File: src/rtl/valid_pair_pkg.sv
// Shared types for the valid-strobe pair tracker: FSM states, pulse order codes
// and the record that is queued for each completed pair.
package valid_pair_pkg;

  localparam int REC_DATA_W     = 3;
  localparam int REC_CNT_W      = 5;
  localparam int DEF_FIFO_DEPTH = 4;
  localparam int DEF_MAX_GAP    = 16;

  typedef enum logic [1:0] {
    IDLE    = 2'd0,
    WAIT_V2 = 2'd1,
    WAIT_V1 = 2'd2
  } state_e;

  typedef enum logic [1:0] {
    ORD_V1   = 2'b01,
    ORD_V2   = 2'b10,
    ORD_BOTH = 2'b11
  } order_e;

  typedef struct packed {
    order_e                order;
    logic [REC_CNT_W-1:0]  gap;
    logic [REC_DATA_W-1:0] data;
    logic                  timeout;
  } pair_rec_t;

endpackage

File: src/rtl/valid_pair_tracker_if.sv
// Strobe inputs and record-stream outputs of the pair tracker; the slave modport
// is the tracker's view, the master modport is the stimulus/consumer side.
interface valid_pair_tracker_if import valid_pair_pkg::*; #(
  parameter int DATA_W     = REC_DATA_W,
  parameter int CNT_W      = REC_CNT_W,
  parameter int FIFO_DEPTH = DEF_FIFO_DEPTH
) ();

  localparam int CNT_BITS = $clog2(FIFO_DEPTH) + 1;

  logic                valid1_i;
  logic                valid2_i;
  logic [DATA_W-1:0]   data_i;
  logic                rec_valid_o;
  logic                rec_ready_i;
  logic [1:0]          rec_order_o;
  logic [CNT_W-1:0]    rec_gap_o;
  logic [DATA_W-1:0]   rec_data_o;
  logic                rec_timeout_o;
  logic                overflow_o;
  logic [CNT_BITS-1:0] fifo_count_o;

  modport slave (
    input  valid1_i, valid2_i, data_i, rec_ready_i,
    output rec_valid_o, rec_order_o, rec_gap_o, rec_data_o, rec_timeout_o,
           overflow_o, fifo_count_o
  );

  modport master (
    output valid1_i, valid2_i, data_i, rec_ready_i,
    input  rec_valid_o, rec_order_o, rec_gap_o, rec_data_o, rec_timeout_o,
           overflow_o, fifo_count_o
  );

endinterface

File: src/rtl/pair_rec_fifo.sv
// Synchronous FIFO of pair records; a push into a full FIFO is accepted only when
// a pop frees the head slot in the same cycle.
module pair_rec_fifo import valid_pair_pkg::*; #(
  parameter int DEPTH = DEF_FIFO_DEPTH
) (
  input  logic                     clk,
  input  logic                     rst_n,
  input  logic                     push,
  input  pair_rec_t                push_rec,
  input  logic                     pop,
  output logic                     full,
  output logic                     empty,
  output logic [$clog2(DEPTH):0]   count,
  output pair_rec_t                head
);

  localparam int AW = $clog2(DEPTH);

  pair_rec_t         mem_q [DEPTH];
  pair_rec_t         mem_d [DEPTH];
  logic [AW-1:0]     wr_ptr_q, wr_ptr_d;
  logic [AW-1:0]     rd_ptr_q, rd_ptr_d;
  logic [AW:0]       count_q, count_d;
  logic              accept;
  logic              pop_ok;

  assign full  = (count_q == (AW+1)'(DEPTH));
  assign empty = (count_q == '0);
  assign count = count_q;
  assign head  = mem_q[rd_ptr_q];

  always_comb begin
    pop_ok   = pop & ~empty;
    accept   = push & (~full | pop_ok);
    mem_d    = mem_q;
    wr_ptr_d = wr_ptr_q;
    rd_ptr_d = rd_ptr_q;
    count_d  = count_q;
    if (accept) begin
      mem_d[wr_ptr_q] = push_rec;
      wr_ptr_d        = wr_ptr_q + AW'(1);
    end
    if (pop_ok) rd_ptr_d = rd_ptr_q + AW'(1);
    case ({accept, pop_ok})
      2'b10:   count_d = count_q + (AW+1)'(1);
      2'b01:   count_d = count_q - (AW+1)'(1);
      default: count_d = count_q;
    endcase
  end

  always_ff @(posedge clk) begin
    if (!rst_n) begin
      wr_ptr_q <= '0;
      rd_ptr_q <= '0;
      count_q  <= '0;
    end else begin
      wr_ptr_q <= wr_ptr_d;
      rd_ptr_q <= rd_ptr_d;
      count_q  <= count_d;
    end
  end

  // Record storage is data only; occupancy tracking decides what is visible.
  always_ff @(posedge clk) begin
    mem_q <= mem_d;
  end

endmodule

File: src/rtl/valid_pair_tracker.sv
// Pairs valid1/valid2 strobes, measures order and cycle gap, and queues one record
// per pair. Define VALID_PAIR_TIMEOUT_EN to close unpartnered pairs after MAX_GAP cycles.
module valid_pair_tracker import valid_pair_pkg::*; #(
  parameter int FIFO_DEPTH = DEF_FIFO_DEPTH
`ifdef VALID_PAIR_TIMEOUT_EN
  , parameter int MAX_GAP  = DEF_MAX_GAP
`endif
) (
  input  logic                 clk,
  input  logic                 rst_n,
  valid_pair_tracker_if.slave  bus
);

  localparam int DATA_W   = REC_DATA_W;
  localparam int CNT_W    = REC_CNT_W;
  localparam int CNT_BITS = $clog2(FIFO_DEPTH) + 1;

  state_e              state_q, state_d;
  logic [CNT_W-1:0]    gap_q, gap_d, gap_next;
  logic [DATA_W-1:0]   cap_q, cap_d;
  logic                overflow_q, overflow_d;
  logic                push, pop, full, empty;
  logic                v1, v2;
  pair_rec_t           push_rec, head;
  logic [CNT_BITS-1:0] count;

  function automatic logic [CNT_W-1:0] sat_inc(input logic [CNT_W-1:0] g);
    return (g == {CNT_W{1'b1}}) ? g : g + CNT_W'(1);
  endfunction

  always_comb begin
    v1       = bus.valid1_i;
    v2       = bus.valid2_i;
    gap_next = sat_inc(gap_q);
    state_d  = state_q;
    gap_d    = gap_next;
    cap_d    = cap_q;
    push     = 1'b0;
    push_rec = '{order: ORD_BOTH, gap: '0, data: bus.data_i, timeout: 1'b0};
    case (state_q)
      IDLE: begin
        gap_d = '0;
        if (v1 && v2) begin
          push = 1'b1;
        end else if (v1 || v2) begin
          cap_d   = bus.data_i;
          state_d = v1 ? WAIT_V2 : WAIT_V1;
        end
      end
      WAIT_V2, WAIT_V1: begin
        // "partner" closes the pair, "same" restarts it from the current cycle.
        if ((state_q == WAIT_V2) ? v2 : v1) begin
          push     = 1'b1;
          push_rec = '{order: (state_q == WAIT_V2) ? ORD_V1 : ORD_V2,
                       gap: gap_next, data: cap_q, timeout: 1'b0};
          if ((state_q == WAIT_V2) ? v1 : v2) begin
            cap_d = bus.data_i;
            gap_d = '0;
          end else begin
            state_d = IDLE;
          end
        end else if ((state_q == WAIT_V2) ? v1 : v2) begin
          cap_d = bus.data_i;
          gap_d = '0;
        end
`ifdef VALID_PAIR_TIMEOUT_EN
        else if (gap_next == CNT_W'(MAX_GAP)) begin
          push     = 1'b1;
          push_rec = '{order: (state_q == WAIT_V2) ? ORD_V1 : ORD_V2,
                       gap: gap_next, data: cap_q, timeout: 1'b1};
          state_d  = IDLE;
        end
`endif
      end
      default: state_d = IDLE;
    endcase
    overflow_d = overflow_q | (push & full & ~pop);
  end

  always_ff @(posedge clk) begin
    if (!rst_n) begin
      state_q    <= IDLE;
      overflow_q <= 1'b0;
    end else begin
      state_q    <= state_d;
      overflow_q <= overflow_d;
    end
  end

  // Gap and captured data are only meaningful in the wait states, entered from IDLE.
  always_ff @(posedge clk) begin
    gap_q <= gap_d;
    cap_q <= cap_d;
  end

  assign pop = ~empty & bus.rec_ready_i;

  pair_rec_fifo #(.DEPTH(FIFO_DEPTH)) u_fifo (
    .clk      (clk),
    .rst_n    (rst_n),
    .push     (push),
    .push_rec (push_rec),
    .pop      (pop),
    .full     (full),
    .empty    (empty),
    .count    (count),
    .head     (head)
  );

  assign bus.rec_valid_o   = ~empty;
  assign bus.rec_order_o   = empty ? 2'b00 : head.order;
  assign bus.rec_gap_o     = empty ? '0 : head.gap;
  assign bus.rec_data_o    = empty ? '0 : head.data;
  assign bus.rec_timeout_o = ~empty & head.timeout;
  assign bus.overflow_o    = overflow_q;
  assign bus.fifo_count_o  = count;

endmodule

File: src/flat_wrapper.sv
// flat-port wrapper written by rule: the top's interface ports become plain ports
module valid_pair_tracker_flat import valid_pair_pkg::*;
#(
  parameter int FIFO_DEPTH = DEF_FIFO_DEPTH

)
  (clk, rst_n, bus_valid1_i, bus_valid2_i, bus_data_i, bus_rec_ready_i, bus_rec_valid_o, bus_rec_order_o, bus_rec_gap_o, bus_rec_data_o, bus_rec_timeout_o, bus_overflow_o, bus_fifo_count_o);
  valid_pair_tracker_if #(.FIFO_DEPTH(FIFO_DEPTH)) bus_i ();
  input  logic clk;
  input  logic rst_n;
  input wire logic [$bits(bus_i.valid1_i)-1:0] bus_valid1_i;
  input wire logic [$bits(bus_i.valid2_i)-1:0] bus_valid2_i;
  input wire logic [$bits(bus_i.data_i)-1:0] bus_data_i;
  input wire logic [$bits(bus_i.rec_ready_i)-1:0] bus_rec_ready_i;
  output wire logic [$bits(bus_i.rec_valid_o)-1:0] bus_rec_valid_o;
  output wire logic [$bits(bus_i.rec_order_o)-1:0] bus_rec_order_o;
  output wire logic [$bits(bus_i.rec_gap_o)-1:0] bus_rec_gap_o;
  output wire logic [$bits(bus_i.rec_data_o)-1:0] bus_rec_data_o;
  output wire logic [$bits(bus_i.rec_timeout_o)-1:0] bus_rec_timeout_o;
  output wire logic [$bits(bus_i.overflow_o)-1:0] bus_overflow_o;
  output wire logic [$bits(bus_i.fifo_count_o)-1:0] bus_fifo_count_o;
  assign bus_i.valid1_i = bus_valid1_i;
  assign bus_i.valid2_i = bus_valid2_i;
  assign bus_i.data_i = bus_data_i;
  assign bus_i.rec_ready_i = bus_rec_ready_i;
  assign bus_rec_valid_o = bus_i.rec_valid_o;
  assign bus_rec_order_o = bus_i.rec_order_o;
  assign bus_rec_gap_o = bus_i.rec_gap_o;
  assign bus_rec_data_o = bus_i.rec_data_o;
  assign bus_rec_timeout_o = bus_i.rec_timeout_o;
  assign bus_overflow_o = bus_i.overflow_o;
  assign bus_fifo_count_o = bus_i.fifo_count_o;
  valid_pair_tracker #(.FIFO_DEPTH(FIFO_DEPTH)) u_core (.clk(clk), .rst_n(rst_n), .bus(bus_i));
endmodule
File: config.mk
export PLATFORM = sky130hd
export DESIGN_NAME = valid_pair_tracker_flat
export DESIGN_NICKNAME = d
export VERILOG_FILES = /design/src/rtl/valid_pair_pkg.sv /design/src/rtl/valid_pair_tracker_if.sv /design/src/rtl/pair_rec_fifo.sv /design/src/rtl/valid_pair_tracker.sv /design/src/flat_wrapper.sv
export SDC_FILE = /design/constraint.sdc
export NUM_CORES = 1
export LEC_CHECK = 0
export BUFFER_PORTS_ARGS = -buffer_cell sky130_fd_sc_hd__buf_2
export CELL_PAD_IN_SITES_DETAIL_PLACEMENT = 0
export CELL_PAD_IN_SITES_GLOBAL_PLACEMENT = 1
export CORE_MARGIN = 1
export CORE_UTILIZATION = 52
export CTS_CLUSTER_DIAMETER = 50
export DETAILED_ROUTE_END_ITERATION = 6
export GPL_ROUTABILITY_DRIVEN = 0
export HOLD_SLACK_MARGIN = 0.1
export PLACE_DENSITY = 0.9
export SLEW_MARGIN = 40
export SYNTH_ARGS = -nofsm -noshare
export SYNTH_HDL_FRONTEND = slang
export SYNTH_SLANG_ARGS = --single-unit
File: constraint.sdc
create_clock -name clk -period 5.6 [get_ports clk]
set_input_delay 0.56 -clock clk [delete_from_list [all_inputs] [get_ports clk]]
set_output_delay 0.56 -clock clk [all_outputs]
set_load 0.03 [all_outputs]
==> results.py, run 1 <==
metrics = {
    "min_path": {
        "worstHoldPathType": "input port to register",
    },
    "detailed_routing": {
        "vias": 1470,
        "viasPerCell": 5.19,
        "ant_nets": 0,
        "dr.pass1.iters": 4,
        "wl_um": 4290,
        "drtIter0Drc": 57,
        "wl_per_cell_um": 15.1,
        "drc_errors": 0,
    },
    "logic_synthesis": {
        "synth.distinct_cells": 38,
        "ys_seq_area_share_pct": 61.2,
        "synth_area_leaders": "edfxtp_1 50%, dfxtp_1 12%, mux4_2 8.7%, and2_1 4.6%, ha_1 4.3%",
        "ys_ff_latch": 58,
        "avgSynthCellArea_um2": 14.1,
        "synthCells": 184,
        "yosysTopAreaCell": "edfxtp_1",
        "ys_warn_count": 0,
        "synth_nets": 202,
        "synth_top_area_share_pct": 49.7,
        "syn_area_um2": 2600,
    },
    "floorplan": {
        "dieArea_um2": 5290,
        "core_um2": 4750,
        "die_h_um": 72.7,
        "die_w_um": 72.7,
        "start_util_pct": 54.7,
        "ioPinCount": 24,
        "rows": 25,
    },
    "clock_tree": {
        "cts_setup_buffers": 0,
        "clock-sinks": 58,
        "clk_latency_ps": 330,
        "h-tree-depth": 3,
        "path_clk_slew_ps": 60,
        "clock_path_buffers": 2,
        "cts_root_buffer": "clkbuf_8",
        "cts_hold_buffers": 0,
        "cts_made_buffers": 9,
        "cts_tree": "yes",
        "post_cts_resized": 0,
    },
    "power": {
        "swShare_pct": 34.6,
        "pwr-share-seq_pct": 42.2,
        "leakage_uw": 0.00106,
        "p_int_uw": 877,
        "p_sw_uw": 464,
        "peakVddDrop_v": 0.000205,
        "combPwrFrac_pct": 33.2,
        "clkPwrFrac_pct": 24.6,
        "p_per_area_nw_per_um2": 457,
    },
    "sta": {
        "tns_ps": 0,
        "worst_pin_slew_ps": 632,
        "min_period_ps": 2760,
        "setup_ws_ps": 2840,
        "setup_viol": 0,
        "slew_violations": 0,
        "fmax_mhz": 362,
        "finalClockSkew_ps": 7.89,
        "fin_crit_sh_pct": 49.3,
        "finalHoldViolCount": 0,
        "maxSlewHeadroom_pct": 57.6,
        "rsz0062_at_grt": "false",
    },
    "global_routing": {
        "overflow": 0,
        "grt_pass1_vias": 1530,
        "grt_max_degree": 14,
        "track_usage_pct": 19.0,
        "grt_pass1_wl_um": 7030,
        "antenna_found_initial": 0,
    },
    "critical_path": {
        "cp.arrival_ps": 3020,
        "required_ps": 5860,
        "worst_setup_path_start_kind": "register",
        "cp-end-kind": "register",
        "worst-setup-path-type": "register to register",
        "critPathMaxFanout": 7,
    },
    "finish": {
        "fin_cells": 283,
        "nets": 229,
        "design_area_um2": 2940,
        "n_antenna_cell": 0,
        "syn2layout_area_growth_pct": 12.9,
        "final_common_cell": "edfxtp_1",
        "drive_above_1_share_pct": 24.1,
        "nFillCells": 392,
        "final_cell_mix": "43 x edfxtp_1, 22 x buf_2, 19 x and2_1, 14 x nand2_1, 14 x dfxtp_1",
    },
    "placed_design": {
        "dp_cells": 267,
        "hpwlAfterDp_um": 3050,
        "place_area_um2": 2760,
        "post-place-ws_ps": 2830,
        "portBuffers": 22,
    },
    "status": {
        "status": "finished, final reports clean",
    },
    "job": {
        "cap_violations": 0,
    },
}
Yosys cell counts:
master	number
dfxtp_1	15
mux4_2	10
a221oi_2	1
xnor2_1	4
a22o_1	1
a21oi_1	2
o21ai_0	4
mux2_1	4
a22oi_2	1
buf_4	2
mux2i_1	5
conb_1	1
nand2b_1	2
inv_1	8
edfxtp_1	43
a21boi_0	1
o21ai_1	1
nor2_1	11
clkbuf_1	2
ha_1	9
and2_1	19
and2b_1	1
buf_2	2
fa_1	1
inv_2	1
nor2b_1	4
or3b_1	1
a21boi_1	1
nand3_1	4
o21bai_1	1
nor3_4	1
nand2_1	14
xor2_1	1
or3_1	2
nor3_1	1
nand4_1	1
nor4b_2	1
a31oi_1	1
cells by family after synthesis:
group | synth area share (%)
simple gates | 13.1
flops | 61.2
mux | 12.3
buf+inv | 2.55
compound gates | 3.85
fa+ha+maj | 5.10
xor+xnor | 1.68
other cells | 0.144
stage by stage:
step | utilization (%) | total power, uW | hold slack, ps
2_1_floorplan | - | 915 | 447
3_3_place_gp | 58.1 | 1010 | 455
3_5_place_dp | 58.1 | 1030 | 470
4_1_cts | 61.7 | 1360 | 405
5_1_grt | 61.8 | 1410 | 412
6_report | 61.8 | 1340 | 418
power groups by stage:
stage	clock [uW]	combinational (uW)	sequential, uW
global placement	0	434	573
floorplan	0	351	564
CTS	337	450	568
detailed placement	0	449	577
global route	356	483	575
finish	330	445	566
per-layer routing:
| metal | track usage (%) | vias to the layer above | wire length (um) |
|---|---|---|---|
| li1 | - | 715 | - |
| met1 | 22.1 | 703 | 1800 |
| met2 | 30.5 | 40 | 2160 |
| met3 | 6.08 | 12 | 189 |
| met4 | 12.0 | 0 | 130 |
| met5 | 0 | - | 0 |
flip-flops by register name, indices dropped and copies added, names as in the netlist:
register and cells:
u_core.bus.overflow_o 1, u_core.u_fifo.mem_q 40, u_core.gap_q 5, u_core.u_fifo.wr_ptr_q 2
u_core.u_fifo.rd_ptr_q 2, u_core.state_q 2, u_core.cap_q 3, u_core.u_fifo.count 3
area by class of cell:
type | instances | area [um^2] | area share (%)
clock buffer | 13 | 159 | 5.41
clock inverter | 3 | 15.0 | 0.511
inverter | 9 | 33.8 | 1.15
multi-input combinational | 111 | 942 | 32.1
sequential | 58 | 1590 | 54.2
tap | 67 | 83.8 | 2.85
timing repair buffer | 22 | 110 | 3.75
path summary, 6_finish.rpt:
| kind | cells after the start | end | slack, ps | from |
|---|---|---|---|---|
| worst min-delay path | 1 | u_core.cap_q[1]$_DFFE_PP_ | 420 | bus_data_i[1] |
| worst min register to register | 2 | u_core.state_q[1]$_SDFFE_PN0P_ | 470 | u_core.state_q[1]$_SDFFE_PN0P_ |
| worst max register to register | 12 | u_core.u_fifo.count[2]$_SDFFE_PN0P_ | 2840 | u_core.state_q[0]$_SDFFE_PN0P_ |
| worst max-delay path | 12 | u_core.u_fifo.count[2]$_SDFFE_PN0P_ | 2840 | u_core.state_q[0]$_SDFFE_PN0P_ |
worst max-delay path, stage by stage, from the launching register on:
cell and delay [ps]:
dfxtp_1 360, inv_1 70, ha_1 380, nor2b_1 180, a22oi_2 260, nor3_4 100, inv_1 80, ha_1 180
inv_1 60, fa_1 370, xor2_1 170, or3_1 310, a21boi_0 170
Note: power is estimated with default switching activity, not from simulation.
==> run 2, diff against run 1 <==
--- a/config.mk
+++ b/config.mk
@@ -9,12 +9,12 @@
 export CELL_PAD_IN_SITES_DETAIL_PLACEMENT = 0
 export CELL_PAD_IN_SITES_GLOBAL_PLACEMENT = 1
 export CORE_MARGIN = 1
-export CORE_UTILIZATION = 52
+export CORE_UTILIZATION = 44
 export CTS_CLUSTER_DIAMETER = 50
 export DETAILED_ROUTE_END_ITERATION = 6
 export GPL_ROUTABILITY_DRIVEN = 0
 export HOLD_SLACK_MARGIN = 0.1
-export PLACE_DENSITY = 0.9
+export PLACE_DENSITY = 0.82
 export SLEW_MARGIN = 40
 export SYNTH_ARGS = -nofsm -noshare
 export SYNTH_HDL_FRONTEND = slang
==> constraint.sdc (replaced) <==
create_clock -name clk -period 2.4 [get_ports clk]
set_input_delay 0.24 -clock clk [delete_from_list [all_inputs] [get_ports clk]]
set_output_delay 0.24 -clock clk [all_outputs]
set_load 0.03 [all_outputs]
==> run 2 against run 1 <==
Cell area increased by 7.8%. Die area increased by 18%. Setup slack got worse by 2800 ps. Maximum frequency increased by 17%. Count of clock-buffer cells in the layout decreased by 2. Critical path type unchanged. Critical endpoint unchanged.
==> results.py, run 2 (synthesis gave the netlist of run 1 again) <==
metrics = {
    "finish": {
        "largest_register": "u_core.u_fifo.mem_q",
        "seqCellArea_um2": 1590,
        "fin_util_pct": 56.4,
        "final_common_cell": "edfxtp_1",
        "n_antenna_cell": 0,
        "largest_registers": "u_core.u_fifo.mem_q (40), u_core.gap_q (5)",
        "nFillCells": 473,
        "drive_above_1_share_pct": 32.9,
        "final_cell_mix": "43 x edfxtp_1, 22 x buf_2, 19 x and2_1, 15 x buf_4, 14 x nand2_1",
        "syn2layout_area_growth_pct": 21.7,
        "nets": 247,
        "multi_input_comb_area_um2": 975,
        "largest_reg_flops": 40,
    },
    "detailed_routing": {
        "vias": 1533,
        "dr.pass1.iters": 4,
        "viasPerCell": 5.01,
        "wl_um": 4470,
        "ant_nets": 0,
        "wl_per_cell_um": 14.6,
        "drtIter0Drc": 73,
        "drc_errors": 0,
    },
    "critical_path": {
        "r2r-end": "u_core.u_fifo.count[2]$_SDFFE_PN0P_",
        "crit_path_max_incr_delay_ps": 320,
        "worst_setup_path_start_kind": "register",
        "path_cells": "buf_4 > ha_4 > a22o_1 > a22oi_2 > nor3_4 > inv_1 > ha_2 > inv_2 > fa_2 > xor2_1 > or3_1 > a21boi_1",
        "cp.arrival_ps": 2630,
        "cp-end-kind": "register",
        "worst-setup-path-type": "register to register",
        "r2r_slack_ps": 30,
        "r2r_start": "u_core.state_q[0]$_SDFFE_PN0P_",
        "cp_slowest_cell": "dfxtp_2",
        "required_ps": 2660,
        "critPathMaxFanout": 2,
        "ff2ff_path_depth": 12,
    },
    "sta": {
        "setup_viol": 0,
        "setup_ws_ps": 29.9,
        "min_period_ps": 2370,
        "rsz0062_at_grt": "true",
        "fin_crit_sh_pct": 98.8,
        "whs_ps": 254,
        "finalHoldViolCount": 0,
        "finalClockSkew_ps": 9.06,
        "maxSlewHeadroom_pct": 59.8,
        "slew_violations": 0,
        "fmax_mhz": 422,
        "worst_pin_slew_ps": 599,
    },
    "power": {
        "leakage_uw": 0.00117,
        "peakVddDrop_v": 0.000546,
        "p_per_area_nw_per_um2": 1090,
    },
    "floorplan": {
        "core_um2": 5610,
        "die_w_um": 78.9,
        "start_util_pct": 46.4,
        "rows": 27,
        "ioPinCount": 24,
        "die_h_um": 78.9,
        "dieArea_um2": 6220,
    },
    "min_path": {
        "worstHoldPathType": "input port to register",
        "hold_depth": 2,
        "min_from": "rst_n",
        "holdPathEnd": "u_core.state_q[0]$_SDFFE_PN0P_",
    },
    "global_routing": {
        "track_usage_pct": 16.4,
        "grt_pass1_vias": 1539,
        "grt_pass1_wl_um": 7330,
        "antenna_found_initial": 0,
        "overflow": 0,
        "grt_max_degree": 13,
    },
    "job": {
        "cap_violations": 0,
    },
    "clock_tree": {
        "clock_path_buffers": 2,
        "cts_root_buffer": "clkbuf_8",
        "clk_latency_ps": 330,
        "path_clk_slew_ps": 70,
        "h-tree-depth": 3,
        "clock-sinks": 58,
        "cts_tree": "yes",
        "cts_made_buffers": 9,
    },
    "placed_design": {
        "post-place-ws_ps": 28.4,
        "hpwlAfterDp_um": 3140,
        "portBuffers": 22,
    },
    "status": {
        "status": "finished, final reports clean",
    },
}
[run 2: changes by cell type in the layout (fill, tap and decap cells not counted), moves of 2 or more]
cell / delta
dlygate4sd3_1: +3
inv_1: -3
bufinv_16: +2
buf_4: +15
ha_1: -3
ha_4: +2
inv_2: +3
[run 2: worst max-delay path by stage]
stage,start,end,slack [ps],cells past startpoint
after global placement,u_core.state_q[0]$_SDFFE_PN0P_,u_core.u_fifo.count[2]$_SDFFE_PN0P_,70,12
after floorplan,u_core.state_q[0]$_SDFFE_PN0P_,u_core.u_fifo.count[2]$_SDFFE_PN0P_,20,12
final,u_core.state_q[0]$_SDFFE_PN0P_,u_core.u_fifo.count[2]$_SDFFE_PN0P_,30,12
after global routing,u_core.state_q[0]$_SDFFE_PN0P_,u_core.u_fifo.count[2]$_SDFFE_PN0P_,-60,12
after CTS,u_core.state_q[0]$_SDFFE_PN0P_,u_core.u_fifo.count[2]$_SDFFE_PN0P_,10,12
after detailed placement,u_core.state_q[0]$_SDFFE_PN0P_,u_core.u_fifo.count[2]$_SDFFE_PN0P_,30,12
[run 2: final cells by class]
| type | count | share of cell area, % |
|---|---|---|
| Sequential cell | 58 | 50.4 |
| Clock buffer | 11 | 4.47 |
| Timing Repair Buffer | 40 | 7.99 |
| Clock inverter | 5 | 2.45 |
| Inverter | 9 | 1.07 |
| Multi-Input combinational cell | 111 | 30.8 |
| Tap cell | 72 | 2.85 |
[run 2: routing by layer]
layer	GRT usage, %	vias to the layer above	routed length, um
li1	-	753	-
met1	18.8	742	1990
met2	28.0	32	2230
met3	5.17	6	174
met4	7.45	0	73
met5	0	-	0
[run 2: critical path, delay by kind of cell (launching register included)]
family / cells / cell delay (ps)
adder cells (fa/ha/maj): 3 / 660
AO/OA/AOI/OAI: 3 / 560
AND/OR/NAND/NOR: 2 / 360
flip-flops: 1 / 320
buffers and inverters: 3 / 260
XOR/XNOR: 1 / 150
[run 2: timing repair]
item                       in CTS  in global routing
hold buffers                    3                  0
hold endpoints to repair        3                  0
buffers inserted                0                  1
resized for setup               0                  3
setup endpoints to repair       0                  2
[run 2: power by group]
group,switching (uW),internal (uW),total (uW)
Combinational,703,497,1200
Clock,367,609,976
Sequential,58.1,1210,1270
[run 2: stage by stage]
step	instances	total power, uW	setup TNS, ps	area, um^2
global route	306	3640	-60.9	3160
CTS	305	3490	0	3150
finish	306	3440	0	3160
floorplan	184	2160	0	2630
global placement	286	2470	0	2900
detailed placement	286	2500	0	2900
